[config.mk]
export PLATFORM = sky130hd
export DESIGN_NAME = hybrid_adder_seq
export DESIGN_NICKNAME = d
export VERILOG_FILES = /design/src/rtl/hybrid_adder_pkg.sv /design/src/rtl/hybrid_adder_seq_cla_slice.sv /design/src/rtl/hybrid_adder_seq.sv
export SDC_FILE = /design/constraint.sdc
export NUM_CORES = 1
export LEC_CHECK = 0
export ABC_AREA = 0
export CORE_UTILIZATION = 46
export CTS_BUF_LIST = sky130_fd_sc_hd__clkbuf_16
export DETAILED_ROUTE_END_ITERATION = 7
export HOLD_SLACK_MARGIN = 0.03
export PLACE_DENSITY = 0.8
export SKIP_LAST_GASP = 1
export SLEW_MARGIN = 20
export SYNTH_ARGS = -nofsm -noshare
export SYNTH_HDL_FRONTEND = slang
export SYNTH_SLANG_ARGS = --single-unit
export TNS_END_PERCENT = 10
[constraint.sdc]
create_clock -name clk -period 2.44 [get_ports clk]
set_clock_uncertainty 0.15 [all_clocks]
set_input_delay 0.366 -clock clk [delete_from_list [all_inputs] [get_ports clk]]
set_output_delay 0.366 -clock clk [all_outputs]
set_load 0.01 [all_outputs]
[src/rtl/hybrid_adder_pkg.sv]
`default_nettype none
// ============================================================================
// Module   : hybrid_adder_pkg
// Purpose  : Shared definitions for the sequential hybrid adder: FSM state
//            encoding, segment-count helper and parameter sanity check.
// Revision : 1.0  initial release
// ============================================================================
package hybrid_adder_pkg;

    // FSM state encoding (explicit 2-bit width)
    localparam logic [1:0] c_IDLE = 2'd0;
    localparam logic [1:0] c_RUN  = 2'd1;
    localparam logic [1:0] c_DONE = 2'd2;

    // Number of clocks (segments) needed for one operation.
    function automatic int nseg(input int width, input int seg);
        return width / seg;
    endfunction

    // WIDTH must be a whole number of SEG-bit segments and at least 2 bits.
    function automatic bit params_ok(input int width, input int seg);
        return (seg > 0) && (width >= 2) && (seg <= width) && ((width % seg) == 0);
    endfunction

    // Width of the segment index; kept at 1 bit for the single-segment case.
    function automatic int idx_width(input int n);
        return (n > 1) ? $clog2(n) : 1;
    endfunction

endpackage
`default_nettype wire

[src/rtl/hybrid_adder_seq_cla_slice.sv]
`default_nettype none
// ============================================================================
// Module   : cla_slice
// Purpose  : Combinational SEG-bit carry-lookahead adder slice. Each internal
//            carry is formed directly from the generate/propagate terms and
//            the slice carry-in rather than rippled through lower bits.
// Ports    : a, b   [SEG-1:0] in  - operand bits
//            cin              in  - carry into bit 0
//            sum    [SEG-1:0] out - a + b + cin (low SEG bits)
//            cout             out - carry out of the slice MSB
//            c_msb            out - carry into the slice MSB (for overflow)
// Revision : 1.0  initial release
// ============================================================================
module cla_slice #(
    parameter int SEG = 4
) (
    input  logic [SEG-1:0] a,
    input  logic [SEG-1:0] b,
    input  logic           cin,
    output logic [SEG-1:0] sum,
    output logic           cout,
    output logic           c_msb
);

    logic [SEG-1:0] w_g;
    logic [SEG-1:0] w_p;
    logic [SEG:0]   w_c;

    assign w_g    = a & b;
    assign w_p    = a ^ b;
    assign w_c[0] = cin;

    // c[i+1] = g[i] | p[i]g[i-1] | ... | p[i]..p[0]cin
    for (genvar i = 0; i < SEG; i++) begin : g_carry
        logic w_ci;
        logic w_term;
        always_comb begin
            w_ci   = cin & (&w_p[i:0]);
            w_term = 1'b0;
            for (int j = 0; j <= i; j++) begin
                w_term = w_g[j];
                for (int k = j + 1; k <= i; k++) begin
                    w_term = w_term & w_p[k];
                end
                w_ci = w_ci | w_term;
            end
        end
        assign w_c[i+1] = w_ci;
    end

    assign sum   = w_p ^ w_c[SEG-1:0];
    assign cout  = w_c[SEG];
    assign c_msb = w_c[SEG-1];

endmodule
`default_nettype wire

[src/rtl/hybrid_adder_seq.sv]
`default_nettype none
// ============================================================================
// Module   : hybrid_adder_seq
// Purpose  : Multi-cycle WIDTH-bit adder/subtractor. One SEG-bit lookahead
//            slice is reused for NSEG = WIDTH/SEG clocks, with the segment
//            carry registered between clocks. Valid/ready on both sides.
// Ports    : clk, rst_n            - clock, async active-low reset
//            in_valid / in_ready   - operand handshake (X, Y, C0, SUB)
//            X, Y [WIDTH-1:0]      - operands
//            C0                    - carry-in (add) / borrow-in (subtract)
//            SUB                   - 0: X+Y+C0, 1: X-Y-C0
//            out_valid / out_ready - result handshake (S, Cout, V)
//            S [WIDTH-1:0]         - sum / difference
//            Cout                  - carry-out (add) / NOT borrow-out (sub)
//            V                     - signed overflow
// Revision : 1.0  initial release
// ============================================================================
module hybrid_adder_seq
    import hybrid_adder_pkg::*;
#(
    parameter int WIDTH = 16,
    parameter int SEG   = 4
) (
    input  logic             clk,
    input  logic             rst_n,
    input  logic             in_valid,
    output logic             in_ready,
    input  logic [WIDTH-1:0] X,
    input  logic [WIDTH-1:0] Y,
    input  logic             C0,
    input  logic             SUB,
    output logic             out_valid,
    input  logic             out_ready,
    output logic [WIDTH-1:0] S,
    output logic             Cout,
    output logic             V
);

    localparam int NSEG  = nseg(WIDTH, SEG);
    localparam int IDX_W = idx_width(NSEG);
    localparam logic [IDX_W-1:0] c_LAST = IDX_W'(NSEG - 1);

    if (!params_ok(WIDTH, SEG)) begin : g_param_check
        $error("hybrid_adder_seq: WIDTH must be >= 2 and a multiple of SEG");
    end

    logic [1:0]       r_state;
    logic [1:0]       w_state_nxt;
    logic             w_accept;
    logic             w_step;
    logic [IDX_W-1:0] r_seg_idx;
    logic             r_carry;
    logic [WIDTH-1:0] r_x;
    logic [WIDTH-1:0] r_y;
    logic [WIDTH-1:0] r_s;
    logic             r_cout;
    logic             r_v;

    logic [SEG-1:0]   w_a;
    logic [SEG-1:0]   w_b;
    logic [SEG-1:0]   w_sum;
    logic             w_cout;
    logic             w_c_msb;

    // ------------------------------------------------------------------
    // FSM
    // ------------------------------------------------------------------
    always_ff @(posedge clk or negedge rst_n) begin
        if (!rst_n) begin
            r_state <= c_IDLE;
        end else begin
            r_state <= w_state_nxt;
        end
    end

    always_comb begin
        w_state_nxt = r_state;
        w_accept    = 1'b0;
        w_step      = 1'b0;
        case (r_state)
            c_IDLE: begin
                if (in_valid) begin
                    w_accept    = 1'b1;
                    w_state_nxt = c_RUN;
                end
            end
            c_RUN: begin
                w_step = 1'b1;
                if (r_seg_idx == c_LAST) begin
                    w_state_nxt = c_DONE;
                end
            end
            c_DONE: begin
                if (out_ready) begin
                    w_state_nxt = c_IDLE;
                end
            end
            default: w_state_nxt = c_IDLE;
        endcase
    end

    // Handshake outputs are pure state decodes so reset drives them at once.
    assign in_ready  = (r_state == c_IDLE);
    assign out_valid = (r_state == c_DONE);

    // ------------------------------------------------------------------
    // Shared lookahead slice, fed from the latched operands only
    // ------------------------------------------------------------------
    assign w_a = r_x[r_seg_idx*SEG +: SEG];
    assign w_b = r_y[r_seg_idx*SEG +: SEG];

    cla_slice #(
        .SEG (SEG)
    ) u_cla_slice (
        .a     (w_a),
        .b     (w_b),
        .cin   (r_carry),
        .sum   (w_sum),
        .cout  (w_cout),
        .c_msb (w_c_msb)
    );

    // ------------------------------------------------------------------
    // Datapath. Subtraction is folded in at the latch: Y is stored
    // inverted and the borrow-in becomes carry-in ~C0, so the RUN phase
    // is a plain addition and SUB itself need not be kept.
    // ------------------------------------------------------------------
    always_ff @(posedge clk or negedge rst_n) begin
        if (!rst_n) begin
            r_x       <= '0;
            r_y       <= '0;
            r_carry   <= 1'b0;
            r_seg_idx <= '0;
            r_s       <= '0;
            r_cout    <= 1'b0;
            r_v       <= 1'b0;
        end else begin
            if (w_accept) begin
                r_x       <= X;
                r_y       <= SUB ? ~Y : Y;
                r_carry   <= SUB ? ~C0 : C0;
                r_seg_idx <= '0;
            end
            if (w_step) begin
                r_s[r_seg_idx*SEG +: SEG] <= w_sum;
                r_carry                   <= w_cout;
                if (r_seg_idx == c_LAST) begin
                    r_cout    <= w_cout;
                    r_v       <= w_c_msb ^ w_cout;
                    r_seg_idx <= '0;
                end else begin
                    r_seg_idx <= r_seg_idx + IDX_W'(1);
                end
            end
        end
    end

    assign S    = r_s;
    assign Cout = r_cout;
    assign V    = r_v;

endmodule
`default_nettype wire
Word-level counts from Yosys, hierarchy flattened:

Index checks and enable logic that the tools add are counted.

* register bits after elaboration: 55
* input bits: 38
* output and inout port bits: 20
* logic and storage cells: 68

* add/sub/neg operators: 2
* equal/unequal tests: 6
* shifts and indexed selects: 4
* multiplexer cells: 15
* bitwise gates (word level): 26
* reductions and logical operators: 7

Operator list (count)
* 4-bit negation with 34-bit output: 1
* 4-bit by 34-bit variable shift with 16-bit output, first input constant: 1
* 4-bit by 34-bit variable part select with 16-bit output: 1
* 16-bit by 5-bit variable part select with 4-bit output: 2
* 16-bit bitwise mux: 1
* 16-bit two-way mux: 1
* 16-bit NOT: 1
* 2-bit two-way mux: 6
* 1-bit AND: 10
* 1-bit bitwise OR: 10
* 4-bit bitwise XOR: 2
* 1-bit two-way mux: 6
* 2-bit case mux with 3 select lines: 1
* 3-bit AND reduction: 2
* 4-bit AND: 1
* 2-bit == test, second input constant: 2
* 2-bit != test, second input constant: 2
* 2-bit AND reduction: 2
* 4-bit AND reduction: 1
* 2-bit by 1-bit adder with 2-bit output, second input constant: 1
* 2-bit by 1-bit == test with 1-bit output, second input constant: 1
* 2-bit zero test: 1
* 2-bit by 1-bit != test with 1-bit output, second input constant: 1
* 2-bit nonzero test: 1
* other kinds (2): 2

Longest topological paths before layout:

Gate-level depths: netlist of the first run.

* depth after elaboration: 10
* gate-level depth with buffers: 7
* mapped depth without buffers: 6

By module:

From an unflattened synthesis of the first run, not the netlist that was laid out.

* cell total of the unflattened synthesis: 214
* area, all modules: 2870.3 um^2

By module, submodules not included
* hybrid_adder_seq: times used 1, cells each 196, area each 2715.1 um^2
* cla_slice: times used 1, cells each 18, area each 155.1 um^2

Least setup slack after synthesis of the first run:

No wires, ideal clock.

* path type: flip-flop to flip-flop
* start: register r_seg_idx[0]
* end: register r_s[3], in the netlist S[3]
* setup time: 121 ps
* arrival: 2312 ps
* setup slack: -143 ps
* stages on the path, launching flop included: 8
* buffers on the path: 1
* clock period less this slack: 2583 ps
* cells stage by stage: dfrtp_1 -> buf_2 -> mux4_2 -> ha_1 -> a211oi_1 -> o21bai_2 -> xor2_1 -> a22o_1

* cells in the longest elaborated chain, start to end: 10

RTL lines
* start: declaration: line hybrid_adder_seq.sv:51 `logic [IDX_W-1:0] r_seg_idx;`
* start signal: assignment: line hybrid_adder_seq.sv:152 `r_seg_idx <= r_seg_idx + IDX_W'(1);`
* 16-bit by 5-bit variable part select with 4-bit output (on tied branches): line hybrid_adder_seq.sv:109, hybrid_adder_seq.sv:110
* 4-bit bitwise XOR / 4-bit AND (equally long branches): line hybrid_adder_seq_cla_slice.sv:30, hybrid_adder_seq_cla_slice.sv:29
* 3-bit AND reduction / 1-bit AND (equally long branches): line hybrid_adder_seq_cla_slice.sv:38, hybrid_adder_seq_cla_slice.sv:43
* 1-bit AND (on tied branches): line hybrid_adder_seq_cla_slice.sv:38, hybrid_adder_seq_cla_slice.sv:43
* 1-bit bitwise OR (3 in a row): line hybrid_adder_seq_cla_slice.sv:45 `w_ci = w_ci | w_term;`
* 4-bit bitwise XOR: line hybrid_adder_seq_cla_slice.sv:51 `assign sum = w_p ^ w_c[SEG-1:0];`
* 4-bit by 34-bit variable part select with 16-bit output: line hybrid_adder_seq.sv:145 `r_s[r_seg_idx*SEG +: SEG] <= w_sum;`
* 16-bit bitwise mux (*): line hybrid_adder_seq.sv:145
* end signal: indexed assignment: line hybrid_adder_seq.sv:145
* end: declaration: line hybrid_adder_seq.sv:55 `logic [WIDTH-1:0] r_s;`

Mark *: on every way between the ends. The rest lies on a longest branch, timed or not.
A chain may end at the register's enable or synchronous reset.

Final worst setup path of the first run:

Same ends and word-level chain as after synthesis.

==> implementation parameters, run 1 <==
Parameter                              Value

Drt
  Antenna-violating nets left    0
  Routed length per instance    14.66 µm
  Detailed-router iteration count before antenna repair    4
  Via count of the routed design    1,922
  Final wirelength    5.438 mm
  Routed vias/inst    5.181
  DRC viols    0
  Initial DRC Count    83

STA
  Max Freq    418.6 MHz
  Total setup violations reported at the end of the flow    0
  Final number of hold-violating endpoints    0
  Period minus WS final    2.389 ns
  RSZ-0062 raised after global routing    true
  Final setup TNS    0 ns
  Actual slew at the worst max-slew pin    0.6009 ns
  Worst Slack Setup Final    0.05110 ns
  Worst relative slew slack    59.82%
  Hold Worst Slack    0.3295 ns
  Slew Viols, Final    0
  Final clock period utilization by the worst path    97.91%

Setup path
  Critical Path AT    2.41 ns
  Critical-path maximum fanout    4
  R2r startpoint    r_seg_idx[0]$_DFFE_PN0P_
  CP startpoint    r_seg_idx[0]$_DFFE_PN0P_
  Critical path data required time    2.46 ns
  Reg-to-reg setup timing slack    0.05 ns
  Register-to-Register Path Depth    7
  Critical path destination    S[3]$_DFFE_PN0P_
  R2R Path End    S[3]$_DFFE_PN0P_
  Kind of start point of the critical path    flop
  Critical setup path kind    reg -> reg
  Element type at the critical path end    flop

Synth
  Avg Synthesized Cell Area    11.70 µm²
  Prevailing post-synth register cell    sky130_fd_sc_hd__dfrtp_1
  Library cell occupying the most area in the post-synthesis netlist    sky130_fd_sc_hd__dfrtp_1
  Post-synthesis async set-or-reset flop share    100.0%
  Post-synth cell types    36
  Biggest area contributors in the synthesized netlist    sky130_fd_sc_hd__dfrtp_1 (51%), sky130_fd_sc_hd__mux2_1 (6.7%), sky130_fd_sc_hd__mux4_2 (6.7%), sky130_fd_sc_hd__xnor2_1 (5.2%), sky130_fd_sc_hd__ha_1 (4.6%)
  Number of warning messages in the yosys log    0
  Gate count after technology mapping    231
  Area share of the largest cell type after synthesis    50.90%
  Register area share after synthesis    50.90%
  Number of enable flip-flop cells after synthesis    0
  Synthesized net count    280
  Cell area after synthesis    0.002704 mm²
  Register bit count reported by yosys    55

GRT
  Grt ovf    0
  Antenna violations before repair    0
  Global-route wire length before repair    9.570 mm
  Pin count of the biggest net entering global routing    52
  Overall track demand over capacity in global routing    20.04%
  Via count of the first global-routing pass    2,015

Finish
  Most common cell after layout, fill and taps aside    sky130_fd_sc_hd__clkdlybuf4s50_1
  Register cell area after layout    0.001376 mm²
  Most frequent cells in the layout    sky130_fd_sc_hd__clkdlybuf4s50_1 (56), sky130_fd_sc_hd__dfrtp_1 (55), sky130_fd_sc_hd__nand2_1 (21)
  Layout Cells excl Fill    371
  Antenna Diode Count    0
  Layout-stage area growth over the synthesis result    34.52%
  Number of filler cells placed in the layout    451
  Multi-input gate area in the final layout    0.001294 mm²
  Nets    347
  Share of layout cells above drive strength 1    14.72%

Clock tree
  TritonCTS clock tree    done
  Number of buffers created by CTS    5
  Buffers from clock root to sink, at most    2
  H-tree levels    2
  Clock transition at the register clock pins on the worst setup and hold paths after CTS    0.07 ns
  Clock sink count    55
  Clk_lat worst skew    0.29 ns
  Clk root buf    sky130_fd_sc_hd__clkbuf_16

Placement
  Number of buffers added on ports    57
  HPWL after detailed placement    3.940 mm
  Placed Cells incl. Taps    358
  Final weighted congestion in routability-driven placement    0.8225
  Pre-CTS setup slack    -0.1062 ns

Power
  Power Internal    3.148 mW
  Switching power as a share of total power    40.96%
  Leak pwr    1.541 nW
  Reg power frac    29.4%
  Clock network fraction of design power    12.8%
  Worst ir drop on vdd    0.0007953 V
  Power dissipated by switching net loads    2.184 mW
  Total power per unit cell area    1466 mW/mm²
  Part of the total power dissipated in combinational logic    57.8%

Status
  Status    complete, no violations

Die
  Width of the die    78.67 µm
  Full die area    0.006188 mm²
  Cell row count    27
  Initial cell density of the core    48.51%
  Number of placed I/O pins    58
  Die Ht    78.67 µm
  Placeable core area    0.005574 mm²

Worst hold path
  Hold Crit Class    reg -> reg

Run
  Max Cap Violations    0
## final cells by class
cell class,instances,area share (%)
clock buffers,5,3.440
clock inverters,3,0.4472
inverters,6,0.6192
multi-input cells,158,35.57
flip-flops and latches,55,37.84
well taps,72,2.477
repair buffers,72,19.61
## power groups by stage
stage | sequential [mW] | clock, mW | combinational, mW
floorplan | 1.52 | 0 | 1.84
global placement | 1.55 | 0 | 2.70
detailed placement | 1.57 | 0 | 2.79
CTS | 1.57 | 0.698 | 2.97
global route | 1.61 | 0.729 | 3.37
finish | 1.57 | 0.682 | 3.08
## kinds of logic (layout without fill, tap and decap cells)
kind of cell | after synthesis | after routing | share of synthesized area (%)
flip-flops | 55 | 55 | 50.90
buffers and inverters | 18 | 86 | 3.239
adder cells (fa/ha/maj) | 11 | 11 | 5.368
multiplexers | 25 | 25 | 13.70
AO/OA/AOI/OAI | 47 | 47 | 11.15
XOR/XNOR | 20 | 20 | 6.478
AND/OR/NAND/NOR | 55 | 55 | 9.163
## cell usage after synthesis, types with 4 or more instances
cell type,n
sky130_fd_sc_hd__a21oi_1,18
sky130_fd_sc_hd__a22o_1,4
sky130_fd_sc_hd__buf_2,7
sky130_fd_sc_hd__dfrtp_1,55
sky130_fd_sc_hd__ha_1,10
sky130_fd_sc_hd__inv_1,6
sky130_fd_sc_hd__mux2_1,16
sky130_fd_sc_hd__mux4_2,8
sky130_fd_sc_hd__nand2_1,21
sky130_fd_sc_hd__nor2_1,20
sky130_fd_sc_hd__o21ai_1,6
sky130_fd_sc_hd__o31ai_1,4
sky130_fd_sc_hd__xnor2_1,16
sky130_fd_sc_hd__xor2_1,4
## worst max-delay path, cell delays in order (launching register included)
cell	delay (ns)
sky130_fd_sc_hd__dfrtp_1	0.38
sky130_fd_sc_hd__buf_6	0.13
sky130_fd_sc_hd__mux4_2	0.55
sky130_fd_sc_hd__ha_4	0.27
sky130_fd_sc_hd__a211oi_2	0.23
sky130_fd_sc_hd__o21bai_2	0.16
sky130_fd_sc_hd__xor2_2	0.19
sky130_fd_sc_hd__a22o_1	0.22
## sequential cells by signal (all words and copies together) (netlist names)
signal,cells
Cout,1
S,16
V,1
r_carry,1
r_seg_idx,2
r_state,2
r_x,16
r_y,16
## per-layer routing
| metal | GRT usage [%] | share of wire (%) |
|---|---|---|
| met1 | 25.08 | 43 |
| met2 | 34.87 | 52 |
| met3 | 3.488 | 3.3 |
| met4 | 6.667 | 1.3 |
| met5 | 0 | 0 |
## worst min path at each step
stage	startpoint	endpoint	slack [ns]	depth (start not counted)
2_1_floorplan	rst_n	Cout$_DFFE_PN0P_	-0.08	0
3_3_place_gp	rst_n	S[6]$_DFFE_PN0P_	0.24	1
3_5_place_dp	rst_n	S[10]$_DFFE_PN0P_	0.25	1
4_1_cts	S[9]$_DFFE_PN0P_	S[9]$_DFFE_PN0P_	0.33	2
5_1_grt	S[9]$_DFFE_PN0P_	S[9]$_DFFE_PN0P_	0.35	2
6_report	S[9]$_DFFE_PN0P_	S[9]$_DFFE_PN0P_	0.33	2
## what timing repair did
| action | in CTS | in global routing |
|---|---|---|
| resized for setup | 5 | 4 |
| endpoints found under the setup margin | 8 | 9 |
| setup buffers | 2 | 2 |
| pin swaps | 1 | 0 |
| hold buffers | 1 | 0 |
| hold endpoints to repair | 24 | 0 |
## per-stage QoR
step	power [mW]	instance area, µm²	utilization (%)
2_1_floorplan	3.366	2715	-
3_3_place_gp	4.256	3401	61.01
3_5_place_dp	4.364	3401	61.01
4_1_cts	5.232	3602	64.62
5_1_grt	5.716	3637	65.25
6_report	5.332	3637	65.25
No activity file was read; power rests on OpenSTA's default activity.
==> inputs of run 2 (changes only) <==
--- a/config.mk
+++ b/config.mk
@@ -16,4 +16,3 @@
 export SYNTH_ARGS = -nofsm -noshare
 export SYNTH_HDL_FRONTEND = slang
 export SYNTH_SLANG_ARGS = --single-unit
-export TNS_END_PERCENT = 10
==> run 2 against run 1 <==
Compared with the run above:
- the run now ends with setup timing left
- non-clock buffer count down 2
- global-route usage shrank 0.23 points
- sequential share of layout area is 0.16 points lower
- clock power up 0.9%
- critical path type unchanged
- flip-flop and latch count is the same
- largest cell class unchanged
- sequential power barely moved
- register-to-register slack got worse by 0.12 ns
==> implementation parameters, run 2 (synthesis results as in run 1) <==
Parameter                              Value

GRT
  GR peak layer    met2
  Met2 Resource Use GR    34.43%
  Via count of the first global-routing pass    2,001
  Antenna violations before repair    0
  Pin count of the biggest net entering global routing    52
  Global-route wire length before repair    9.370 mm
  GR Util met1    24.31%
  Grt ovf    0
  Overall track demand over capacity in global routing    19.81%
  Fraction of met3 tracks used by global routing    4.651%

Setup path
  Critical Path AT    2.54 ns
  Kind of start point of the critical path    flop
  Critical-path cell list    buf_6, mux4_2, ha_4, a211oi_2, o21bai_2, xor2_2, a22o_1
  R2r startpoint    r_seg_idx[0]$_DFFE_PN0P_
  Delay of the slowest cell on the worst path    0.54 ns
  CP startpoint    r_seg_idx[0]$_DFFE_PN0P_
  Cell count along the critical path    7
  Standard cell with the maximum stage delay on the critical path    sky130_fd_sc_hd__mux4_2
  Critical path data required time    2.47 ns
  Family with the most delay on the worst path    compound AO/OA/AOI/OAI gates
  Element type at the critical path end    flop
  Critical path buffers and inverters    1
  Reg-to-reg setup timing slack    -0.06 ns
  Critical path destination    S[7]$_DFFE_PN0P_
  R2R Path End    S[7]$_DFFE_PN0P_
  Register-to-Register Path Depth    7
  Critical-path maximum fanout    4
  Critical setup path kind    reg -> reg

STA
  Worst relative slew slack    61.27%
  RSZ-0062 raised after global routing    true
  Hold Worst Slack    0.3296 ns
  Actual slew at the worst max-slew pin    0.5809 ns
  Slew Viols, Final    0
  Final clock period utilization by the worst path    102.7%
  Worst Slack Setup Final    -0.06495 ns
  Period minus WS final    2.505 ns
  Final number of hold-violating endpoints    0
  Total setup violations reported at the end of the flow    5
  Max Freq    399.2 MHz

Worst hold path
  Startpoint of the most critical hold path    S[12]$_DFFE_PN0P_
  Count of cells along the worst hold path    2
  Hold Crit Class    reg -> reg

Drt
  Routed vias/inst    5.217
  DRC viols    0
  Detailed-router iteration count before antenna repair    4
  Routed length per instance    15.24 µm
  Antenna-violating nets left    0
  Final wirelength    5.622 mm
  Initial DRC Count    132
  Via count of the routed design    1,925

Clock tree
  Clock sink count    55
  H-tree levels    2
  Clk_lat worst skew    0.29 ns
  Clk root buf    sky130_fd_sc_hd__clkbuf_16
  Clock transition at the register clock pins on the worst setup and hold paths after CTS    0.07 ns
  Buffers from clock root to sink, at most    2
  Number of buffers created by CTS    5
  TritonCTS clock tree    done

Finish
  Most frequent cells in the layout    sky130_fd_sc_hd__clkdlybuf4s50_1 (56), sky130_fd_sc_hd__dfrtp_1 (55), sky130_fd_sc_hd__nand2_1 (21)
  Nets    345
  Antenna Diode Count    0
  Layout Cells excl Fill    369
  Layout-stage area growth over the synthesis result    35.08%
  Post-route cell area    0.003652 mm²
  Most common cell after layout, fill and taps aside    sky130_fd_sc_hd__clkdlybuf4s50_1
  Share of layout cells above drive strength 1    14.81%
  Final Core Density    65.52%

Die
  Initial cell density of the core    48.51%
  Placeable core area    0.005574 mm²
  Full die area    0.006188 mm²
  Number of placed I/O pins    58
  Die Ht    78.67 µm
  Width of the die    78.67 µm
  Cell row count    27

Power
  Leak pwr    1.523 nW
  Total power per unit cell area    1537 mW/mm²
  Worst ir drop on vdd    0.0007210 V

Placement
  Final weighted congestion in routability-driven placement    0.7912
  Number of buffers added on ports    57
  Pre-CTS setup slack    -0.1463 ns
  Placed Cells incl. Taps    358
  Placed inst area    0.003426 mm²
  HPWL after detailed placement    4.021 mm

Run
  Max Cap Violations    0

Status
  Violated checks    setup timing
  Status    finished, violations left
-- run 2: cell count changes in the layout (fill, tap and decap cells not counted), sizes merged --
cell,delta
buf,-2
inv,+1
clkinvlp,-1
-- run 2: worst min-delay path, stage by stage, from the launching register on --
cell	delay (ns)
sky130_fd_sc_hd__dfrtp_1	0.34
sky130_fd_sc_hd__nand2_1	0.05
sky130_fd_sc_hd__o41ai_1	0.05
-- run 2: area by class of cell --
cell class | instances | area [µm²]
Fill cell | 452 | 1922
Sequential cell | 55 | 1376
Multi-Input combinational cell | 158 | 1315
Timing Repair Buffer | 70 | 710.7
Clock buffer | 5 | 125.1
Tap cell | 72 | 90.09
Inverter | 6 | 22.52
Clock inverter | 3 | 12.51
-- run 2: routing by layer --
layer / vias up / share of wire (%)
met4: 0 / 3.0
met2: 68 / 50
met1: 914 / 43
met3: 16 / 4.1
met5: - / 0
li1: 927 / -
-- run 2: repair_timing --
item	in CTS	in global routing
hold buffers	1	0
endpoints found under the hold margin	24	0
resized for setup	4	6
setup buffers	0	2
endpoints found under the setup margin	8	10
pin swaps	1	5
-- run 2: metrics by stage --
| stage | power, mW | TNS (ns) |
|---|---|---|
| floorplan | 3.406 | 0 |
| global placement | 4.241 | -0.01831 |
| detailed placement | 4.400 | -0.6129 |
| CTS | 5.212 | -0.007747 |
| global route | 5.961 | -0.6947 |
| finish | 5.614 | -0.2454 |
-- run 2: power by group --
group          internal (mW)  switching [mW]
logic                   1.62            1.73
registers               1.31           0.270
clock network          0.372           0.316
total                   3.30            2.31
-- run 2: worst min path at each step --
stage / endpoint / slack [ns]
floorplan: Cout$_DFFE_PN0P_ / -0.08
CTS: S[12]$_DFFE_PN0P_ / 0.33
global route: S[1]$_DFFE_PN0P_ / 0.37
finish: S[12]$_DFFE_PN0P_ / 0.33
detailed placement: S[6]$_DFFE_PN0P_ / 0.25
global placement: S[6]$_DFFE_PN0P_ / 0.24
==> inputs of run 3 (changes only) <==
--- a/config.mk
+++ b/config.mk
@@ -9,8 +9,10 @@
 export CORE_UTILIZATION = 46
 export CTS_BUF_LIST = sky130_fd_sc_hd__clkbuf_16
 export DETAILED_ROUTE_END_ITERATION = 7
+export GPL_ROUTABILITY_DRIVEN = 0
+export GPL_TIMING_DRIVEN = 0
 export HOLD_SLACK_MARGIN = 0.03
-export PLACE_DENSITY = 0.8
+export PLACE_DENSITY = 0.77
 export SKIP_LAST_GASP = 1
 export SLEW_MARGIN = 20
 export SYNTH_ARGS = -nofsm -noshare
==> constraint.sdc (replaced) <==
create_clock -name clk -period 2.85 [get_ports clk]
set_clock_uncertainty 0.15 [all_clocks]
set_input_delay 0.4275 -clock clk [delete_from_list [all_inputs] [get_ports clk]]
set_output_delay 0.4275 -clock clk [all_outputs]
set_load 0.01 [all_outputs]
==> run 3 against run 2 <==
Compared with the run above:
- the flow now finishes without violations
- sequential power down 17%
- core utilization shrank 2.4 points
- worst hold slack worse by 0.32 ns
- first-iteration DRC count is 34% higher
- largest cell class unchanged
- highest routed layer unchanged
==> implementation parameters, run 3 (synthesis results as in run 1) <==
Parameter                              Value

Clock tree
  TritonCTS clock tree    done
  Buffers from clock root to sink, at most    2
  Clock transition at the register clock pins on the worst setup and hold paths after CTS    0.07 ns
  Number of buffers created by CTS    5
  Clock sink count    55
  H-tree levels    2
  Clk root buf    sky130_fd_sc_hd__clkbuf_16
  Cts hold-fix bufs    0
  Clk_lat worst skew    0.29 ns

Finish
  Most common cell after layout, fill and taps aside    sky130_fd_sc_hd__clkdlybuf4s50_1
  Number of filler cells placed in the layout    465
  Multi-input gate area in the final layout    0.001255 mm²
  Antenna Diode Count    0
  Most frequent cells in the layout    sky130_fd_sc_hd__clkdlybuf4s50_1 (55), sky130_fd_sc_hd__dfrtp_1 (54), sky130_fd_sc_hd__nand2_1 (21)
  Layout-stage area growth over the synthesis result    30.17%
  Post-route cell area    0.003520 mm²
  Register cell area after layout    0.001378 mm²
  Share of layout cells above drive strength 1    12.88%
  Nets    343

Drt
  Routed length per instance    14.63 µm
  Detailed-router iteration count before antenna repair    6
  Initial DRC Count    177
  Routed vias/inst    5.234
  Final wirelength    5.368 mm
  Via count of the routed design    1,921
  Antenna-violating nets left    0
  DRC viols    0

Worst hold path
  Hold Crit Class    in -> async

Setup path
  Critical setup path kind    reg -> reg
  Register-to-Register Path Depth    7
  Critical path data required time    2.89 ns
  Delay of the slowest cell on the worst path    0.55 ns
  Critical-path maximum fanout    10
  Critical path buffers and inverters    1
  Kind of start point of the critical path    flop
  Critical Path AT    2.73 ns
  Element type at the critical path end    flop
  Family with the most delay on the worst path    compound AO/OA/AOI/OAI gates
  Cell count along the critical path    7
  Standard cell with the maximum stage delay on the critical path    sky130_fd_sc_hd__mux4_2
  Critical-path cell list    buf_6, mux4_2, ha_1, a211oi_1, o21bai_2, xor2_2, a22o_1

STA
  Slew Viols, Final    0
  Max Freq    370.5 MHz
  Final clock period utilization by the worst path    94.69%
  Final number of hold-violating endpoints    0
  Worst relative slew slack    53.98%
  Final setup TNS    0 ns
  Actual slew at the worst max-slew pin    0.6903 ns
  Worst Slack Setup Final    0.1512 ns
  Period minus WS final    2.699 ns
  RSZ-0062 raised after global routing    false
  Total setup violations reported at the end of the flow    0

Die
  Number of placed I/O pins    58
  Die Ht    78.67 µm
  Full die area    0.006188 mm²
  Initial cell density of the core    48.51%
  Cell row count    27
  Width of the die    78.67 µm
  Placeable core area    0.005574 mm²

GRT
  Via count of the first global-routing pass    2,009
  Antenna violations before repair    0
  Global-route wire length before repair    9.370 mm
  Pin count of the biggest net entering global routing    56
  Overall track demand over capacity in global routing    20.09%
  Grt ovf    0

Placement
  Number of buffers added on ports    56
  HPWL after detailed placement    3.893 mm
  Placed inst area    0.003352 mm²
  Pre-CTS setup slack    -0.1232 ns

Power
  Leak pwr    1.483 nW
  Power after layout    4.256 mW
  Worst ir drop on vdd    0.0006710 V
  Total power per unit cell area    1209 mW/mm²

Run
  Max Cap Violations    0

Status
  Status    complete, no violations
run 3: timing repair:
item | CTS | global route
setup buffers | 0 | 0
endpoints found under the setup margin | 8 | 8
gates resized for setup | 2 | 5
run 3: power breakdown:
group	switching (mW)	internal (mW)	leakage (nW)	total [mW]
sequential	0.192	1.12	0.670	1.31
clock	0.279	0.326	0.0740	0.605
combinational	1.31	1.03	0.739	2.34
run 3: final cells by class:
| cell class | count | area share [%] |
|---|---|---|
| flip-flops and latches | 55 | 39.14 |
| inverters | 6 | 0.6399 |
| clock inverters | 3 | 0.5332 |
| clock buffers | 5 | 3.555 |
| plain buffers | 12 | 2.062 |
| multi-input cells | 158 | 35.66 |
| well taps | 72 | 2.560 |
| repair buffers | 56 | 15.85 |
run 3: per-stage QoR:
step	hold WS [ns]	instances	utilization (%)
floorplan	-0.01809	231	-
global placement	0.3094	359	60.18
detailed placement	0.3171	359	60.13
CTS	0.04750	367	62.90
global route	0.07281	367	63.14
finish	0.01429	367	63.14
run 3: path summary, 6_finish.rpt:
kind	startpoint	endpoint	slack, ns
min in group clk	S[1]$_DFFE_PN0P_	S[1]$_DFFE_PN0P_	0.32
max	r_seg_idx[0]$_DFFE_PN0P_	S[7]$_DFFE_PN0P_	0.15
min	rst_n	S[5]$_DFFE_PN0P_	0.01
max in group asynchronous	rst_n	r_seg_idx[0]$_DFFE_PN0P_	2.05
max reg2reg	r_seg_idx[0]$_DFFE_PN0P_	S[7]$_DFFE_PN0P_	0.15
min reg2reg	S[1]$_DFFE_PN0P_	S[1]$_DFFE_PN0P_	0.32
run 3: metal layers:
metal	share of wire, %	track usage [%]
met5	0	0
met4	1.7	7.963
met3	3.8	3.837
met1	44	25.10
met2	51	34.17
